<file path="config.mk">
export PLATFORM = sky130hd
export DESIGN_NAME = dice_turn_engine
export DESIGN_NICKNAME = d
export VERILOG_FILES = /design/src/rtl/dice_turn_engine.sv
export SDC_FILE = /design/constraint.sdc
export NUM_CORES = 1
export LEC_CHECK = 0
export ABC_AREA = 0
export CAP_MARGIN = 20
export CORE_ASPECT_RATIO = 1.75
export CORE_MARGIN = 2
export CORE_UTILIZATION = 60
export DETAILED_ROUTE_END_ITERATION = 8
export PLACE_DENSITY = 0.8
export SLEW_MARGIN = 40
export SYNTH_ARGS = -nofsm -noshare
export SYNTH_HDL_FRONTEND = slang
export SYNTH_SLANG_ARGS = --single-unit
</file>
<file path="constraint.sdc">
create_clock -name CLK -period 3.6 [get_ports CLK]
set_input_delay 0.72 -clock CLK [delete_from_list [all_inputs] [get_ports CLK]]
set_output_delay 0.72 -clock CLK [all_outputs]
set_load 0.02 [all_outputs]
</file>
<file path="src/rtl/dice_turn_engine.sv">
// Two-button dice turn game: roll tumbles a die, hold banks the turn.
// Display outputs are registered and feed the 7-segment stage.
module dice_turn_engine #(
    parameter int TICK_MAX   = 4999999,
    parameter int BUST_TICKS = 20,
    parameter int TARGET     = 50
) (
    input  logic        CLK,
    input  logic        RESET_N,
    input  logic        ROLL_BTN,
    input  logic        HOLD_BTN,
    output logic [13:0] BIN,
    output logic [3:0]  DOT,
    output logic [2:0]  DIE,
    output logic        BUSY
);
    localparam int PW = (TICK_MAX < 1) ? 1 : $clog2(TICK_MAX + 1);
    localparam int BW = (BUST_TICKS < 2) ? 1 : $clog2(BUST_TICKS);
    localparam int TGT_C = (TARGET > 100) ? 100 : TARGET;
    localparam logic [6:0] TGT = 7'(TGT_C);

    typedef enum logic [1:0] {
        S_IDLE,
        S_ROLL,
        S_BUST,
        S_WIN
    } state_e;

    state_e        state_q, state_d;
    logic [PW-1:0] presc_q, presc_d;
    logic [BW-1:0] bcnt_q, bcnt_d;
    logic [6:0]    bank_q, bank_d;
    logic [6:0]    turn_q, turn_d;
    logic [2:0]    die_q, die_d;
    logic          blink_q, blink_d;
    logic          roll_q, hold_q, armed_q;
    logic [13:0]   bin_q, bin_d;
    logic [3:0]    dot_q, dot_d;
    logic          busy_q, busy_d;
    logic [6:0]    field;

    logic       tick, roll_rise, roll_fall, hold_rise;
    logic [7:0] bank_sum, turn_sum;
    logic [6:0] bank_sat, turn_sat;

    // armed_q masks edges on the first cycle out of reset
    assign tick      = (presc_q == PW'(TICK_MAX));
    assign roll_rise = armed_q & ROLL_BTN & ~roll_q;
    assign roll_fall = armed_q & ~ROLL_BTN & roll_q;
    assign hold_rise = armed_q & HOLD_BTN & ~hold_q;

    assign bank_sum = {1'b0, bank_q} + {1'b0, turn_q};
    assign turn_sum = {1'b0, turn_q} + {5'd0, die_q};
    assign bank_sat = (bank_sum > 8'd99) ? 7'd99 : bank_sum[6:0];
    assign turn_sat = (turn_sum > 8'd99) ? 7'd99 : turn_sum[6:0];

    always_ff @(posedge CLK) begin
        if (!RESET_N) begin
            state_q <= S_IDLE;
        end else begin
            state_q <= state_d;
        end
    end

    always_comb begin
        state_d = state_q;
        presc_d = tick ? '0 : presc_q + 1'b1;
        bcnt_d  = bcnt_q;
        bank_d  = bank_q;
        turn_d  = turn_q;
        die_d   = die_q;
        blink_d = blink_q;
        unique case (state_q)
            S_IDLE: begin
                if (roll_rise) begin
                    state_d = S_ROLL;
                    presc_d = '0;
                end else if (hold_rise) begin
                    bank_d = bank_sat;
                    turn_d = '0;
                    if (bank_sat >= TGT) state_d = S_WIN;
                end
            end
            S_ROLL: begin
                if (roll_fall) begin
                    if (die_q == 3'd1) begin
                        turn_d  = '0;
                        state_d = S_BUST;
                        presc_d = '0;
                        bcnt_d  = '0;
                    end else begin
                        turn_d  = turn_sat;
                        state_d = S_IDLE;
                    end
                end else if (tick && ROLL_BTN) begin
                    die_d = (die_q == 3'd6) ? 3'd1 : die_q + 3'd1;
                end
            end
            S_BUST: begin
                if (tick) begin
                    if (bcnt_q == BW'(BUST_TICKS - 1)) begin
                        bcnt_d  = '0;
                        state_d = S_IDLE;
                    end else begin
                        bcnt_d = bcnt_q + 1'b1;
                    end
                end
            end
            S_WIN: begin
                if (tick) blink_d = ~blink_q;
            end
        endcase
    end

    always_comb begin
        field  = 7'd0;
        dot_d  = 4'b0000;
        busy_d = 1'b0;
        unique case (state_q)
            S_IDLE: begin
                field = turn_q;
                dot_d = 4'b0100;
            end
            S_ROLL: begin
                field  = {4'd0, die_q};
                dot_d  = 4'b0101;
                busy_d = 1'b1;
            end
            S_BUST: begin
                dot_d  = 4'b1111;
                busy_d = 1'b1;
            end
            S_WIN: begin
                dot_d = blink_q ? 4'b1111 : 4'b0000;
            end
        endcase
        bin_d = 14'(bank_q) * 14'd100 + 14'(field);
    end

    always_ff @(posedge CLK) begin
        if (!RESET_N) begin
            presc_q <= '0;
            bcnt_q  <= '0;
            bank_q  <= '0;
            turn_q  <= '0;
            die_q   <= 3'd1;
            blink_q <= 1'b0;
            roll_q  <= 1'b0;
            hold_q  <= 1'b0;
            armed_q <= 1'b0;
            bin_q   <= '0;
            dot_q   <= '0;
            busy_q  <= 1'b0;
        end else begin
            presc_q <= presc_d;
            bcnt_q  <= bcnt_d;
            bank_q  <= bank_d;
            turn_q  <= turn_d;
            die_q   <= die_d;
            blink_q <= blink_d;
            roll_q  <= ROLL_BTN;
            hold_q  <= HOLD_BTN;
            armed_q <= 1'b1;
            bin_q   <= bin_d;
            dot_q   <= dot_d;
            busy_q  <= busy_d;
        end
    end

    assign BIN  = bin_q;
    assign DOT  = dot_q;
    assign DIE  = die_q;
    assign BUSY = busy_q;
endmodule

</file>
==> run summary <==
* 0 — Synthesis Warnings
* 4800 um^2 — instance area at placement
* 0.0993 ns — worst slack after detailed placement
* done — TritonCTS clock tree
* 4 — number of iterations in the first detailed-routing pass
* dfxtp_1, nor2_1, ha_1 — highest-count cells in the layout ignoring fill and taps
* 0 — number of antenna violations at the first check in global routing
* presc_q[0] — origin of the worst min-delay path
* 62 — number of library cell types mapped by synthesis
* 2.12 nW — leakage power total
* 606 — final layout net count
* 0 — DRC
* 0.464 ns — final-layout worst hold slack
* 0 — global route overflow
* 0 — final setup vio count
* 8120 um^2 — overall die area
* 0 — antenna cell count
* 0.269 — global-route usage over all layers
* 0 — number of antenna-violating nets in the routed design
* 0 — post-synthesis async set-or-reset flop share
* 8.55 um^2 — mean post-synth cell area
* 0.00650 ns — setup clock skew after layout
* 9 — number of CTS-inserted buffers
* 7.43 mm — post-detailed-placement half-perimeter wirelength
* 41 — pin count of the biggest net entering global routing
* 3931 — vias post-DR
* flip-flop — CP Launch Type
* 26 — IO Count
* finished clean — status
* 3.45 ns — min Tclk post-route
* clkbuf_16 — clock tree root driver cell
* flip-flop to flip-flop — class of the tightest hold or removal check
* 3 — depth of the CTS H-tree
* 41 — standard-cell rows
* 0.419 mV — worst supply voltage drop on vdd
* 3.71 ns — worst endpoint data arrival time
* 25 — buffers added on ports
* 0.15 ns — Worst R2R Setup Slack
* 7180 um^2 — core outline area
* 0.311 — part of the Yosys area used for sequential elements
* 5 — top fanout value on the critical path
* 0.06 ns — clock slew at reported path FFs
* 69 — number of sinks handled by clock tree synthesis
* 0 — Post-synth EDFFs
* 11 — FF-to-FF path depth
* 118 um — floorplan die height
* dfxtp_1 — most common cell after layout, fill and taps aside
* dfxtp_1 — most used flip-flop cell after synthesis
* 0.867 — final weighted congestion in routability-driven placement
* 0.290 GHz — maximum frequency from static timing analysis
* flip-flop to flip-flop — start-to-end type of the worst setup path
* 69.0 um — width of the die
* 559 — fillcell total
* 3818 — vias in the first global route
* 4440 um^2 — Synth Cell Area
* presc_q[0] — hold endpoint
* 575 — syn_nets
* 2 — maximum buffer depth of the clock tree
* 0.618 — Starting Density
* 0.34 ns — clock latency on the worst-skew pair
* 10.1 mm — final wirelength
* 3.86 ns — required time of the critical path
* 0.0847 — share of final-layout standard cells stronger than drive strength 1
* 1 — Hold Path Depth
* 69 — Yosys reg bits
* 16.8 mm — first-pass GRT wire length
* 0 — max-cap check violation count
* BIN[13] — r2r endpoint
* 0 — Post-CTS Setup Inserts
* 15.8 um — routed length per instance
* 15.7% — relative area change from synthesis to final layout
* 519 — number of standard cells after synthesis
* 0.715 ns — slew at the pin closest to its max-slew limit
* 6.13 — Via density
* 188 — starting DRC count in detailed routing
* 5130 um^2 — Finished Cell Area
* 0 — final max-slew violation count
* 450 nW/um^2 — Power per Cell Area
* bank_q[1] — Crit Reg-Reg Startpoint
* 0.148 ns — min setup slack post-route
* 0.518 — worst max-slew margin expressed relative to the limit
* flip-flop — CP Capture Type
* 0.959 — share of the clock period used by the worst path
* 0.714 — Layout Utilization
* 0 — Final Hold Fails
==> worst max-delay path: stages, from the launching register on <==
cell	delay [ns]
dfxtp_2	0.36
ha_1	0.33
ha_1	0.31
ha_1	0.31
inv_1	0.07
fa_1	0.46
nand2b_1	0.21
a21oi_1	0.17
xor2_1	0.33
nand3_2	0.19
or4bb_1	0.52
o2111ai_1	0.10
==> kinds of logic (layout without fill, tap and decap cells) <==
group           after synthesis  after routing  synth area share
xor+xnor                     35             35            0.0691
fa+ha+maj                    52             52             0.155
buf+inv                      38             74            0.0338
simple gates                219            219             0.261
compound gates              103            103             0.162
mux                           3              3           0.00677
flops                        69             69             0.311
==> worst max path at each step <==
stage              start       to
3_5_place_dp   bank_q[2]  BIN[13]
5_1_grt        bank_q[1]  BIN[13]
2_1_floorplan  bank_q[2]  BIN[13]
6_report       bank_q[1]  BIN[13]
3_3_place_gp   bank_q[2]  BIN[13]
4_1_cts        bank_q[1]  BIN[13]
==> final cells by class <==
type	count	area, um^2	share of cell area
repair buffers	33	310	0.0605
flip-flops and latches	69	1380	0.269
clock buffers	10	239	0.0466
well taps	86	108	0.0210
inverters	25	93.8	0.0183
clock inverters	6	71.3	0.0139
multi-input cells	412	2930	0.570
==> stage by stage <==
stage / power [mW] / instances / TNS, ns
after CTS: 2.32 / 641 / 0
after detailed placement: 1.42 / 625 / 0
after global routing: 2.43 / 641 / -0.0247
after global placement: 1.40 / 625 / 0
final: 2.31 / 641 / 0
after floorplan: 1.24 / 519 / 0
==> report_power, final <==
group          internal, mW  total (mW)  switching (mW)
clock network         0.559       0.901           0.342
registers             0.816       0.861          0.0449
logic                 0.229       0.548           0.319
==> synthesized netlist by cell type, drive strengths merged (4+ instances only) <==
master  count  area [um^2]
and3        5         33.8
fa          5          100
nor4        4         25.0
or2         4         27.5
a31oi       4         25.0
o21ai      17         85.1
xnor2      18          158
and2       15         93.8
nor3b       6         45.0
a21oi      19         95.1
o21a        5         37.5
or4         6         45.0
nand4       8         50.1
or3         9         58.8
ha         47          588
nor2       51          191
a21boi      5         37.5
nor3       15         75.1
a21o        9         75.1
o22ai       6         37.5
nor2b       8         50.1
clkbuf     11         41.3
nand3      25          125
inv        25         93.8
dfxtp      69         1380
o211ai      5         37.5
nand2b      9         56.3
a211oi      5         37.5
xor2       17          149
nand3b      4         30.0
nand2      38          143
==> timing repair <==
item | in CTS | in global routing
hold buffers | 0 | 0
gates resized for setup | 0 | 8
setup endpoints to repair | 0 | 1
==> flip-flops by register name (all words and copies together) (netlist names) <==
register	count
roll_q	1
state_q	2
armed_q	1
BIN	14
presc_q	23
blink_q	1
BUSY	1
DOT	3
bank_q	7
turn_q	7
DIE	3
bcnt_q	5
hold_q	1
==> metal layers <==
layer	wire length [um]	GRT usage	part of all wire	vias up
met2	5380	0.474	0.53	98
met1	3780	0.276	0.37	1854
li1	-	-	-	1934
met5	0	0	0	-
met3	455	0.0593	0.045	45
met4	518	0.151	0.051	0
Note: power is estimated with default switching activity, not from simulation.
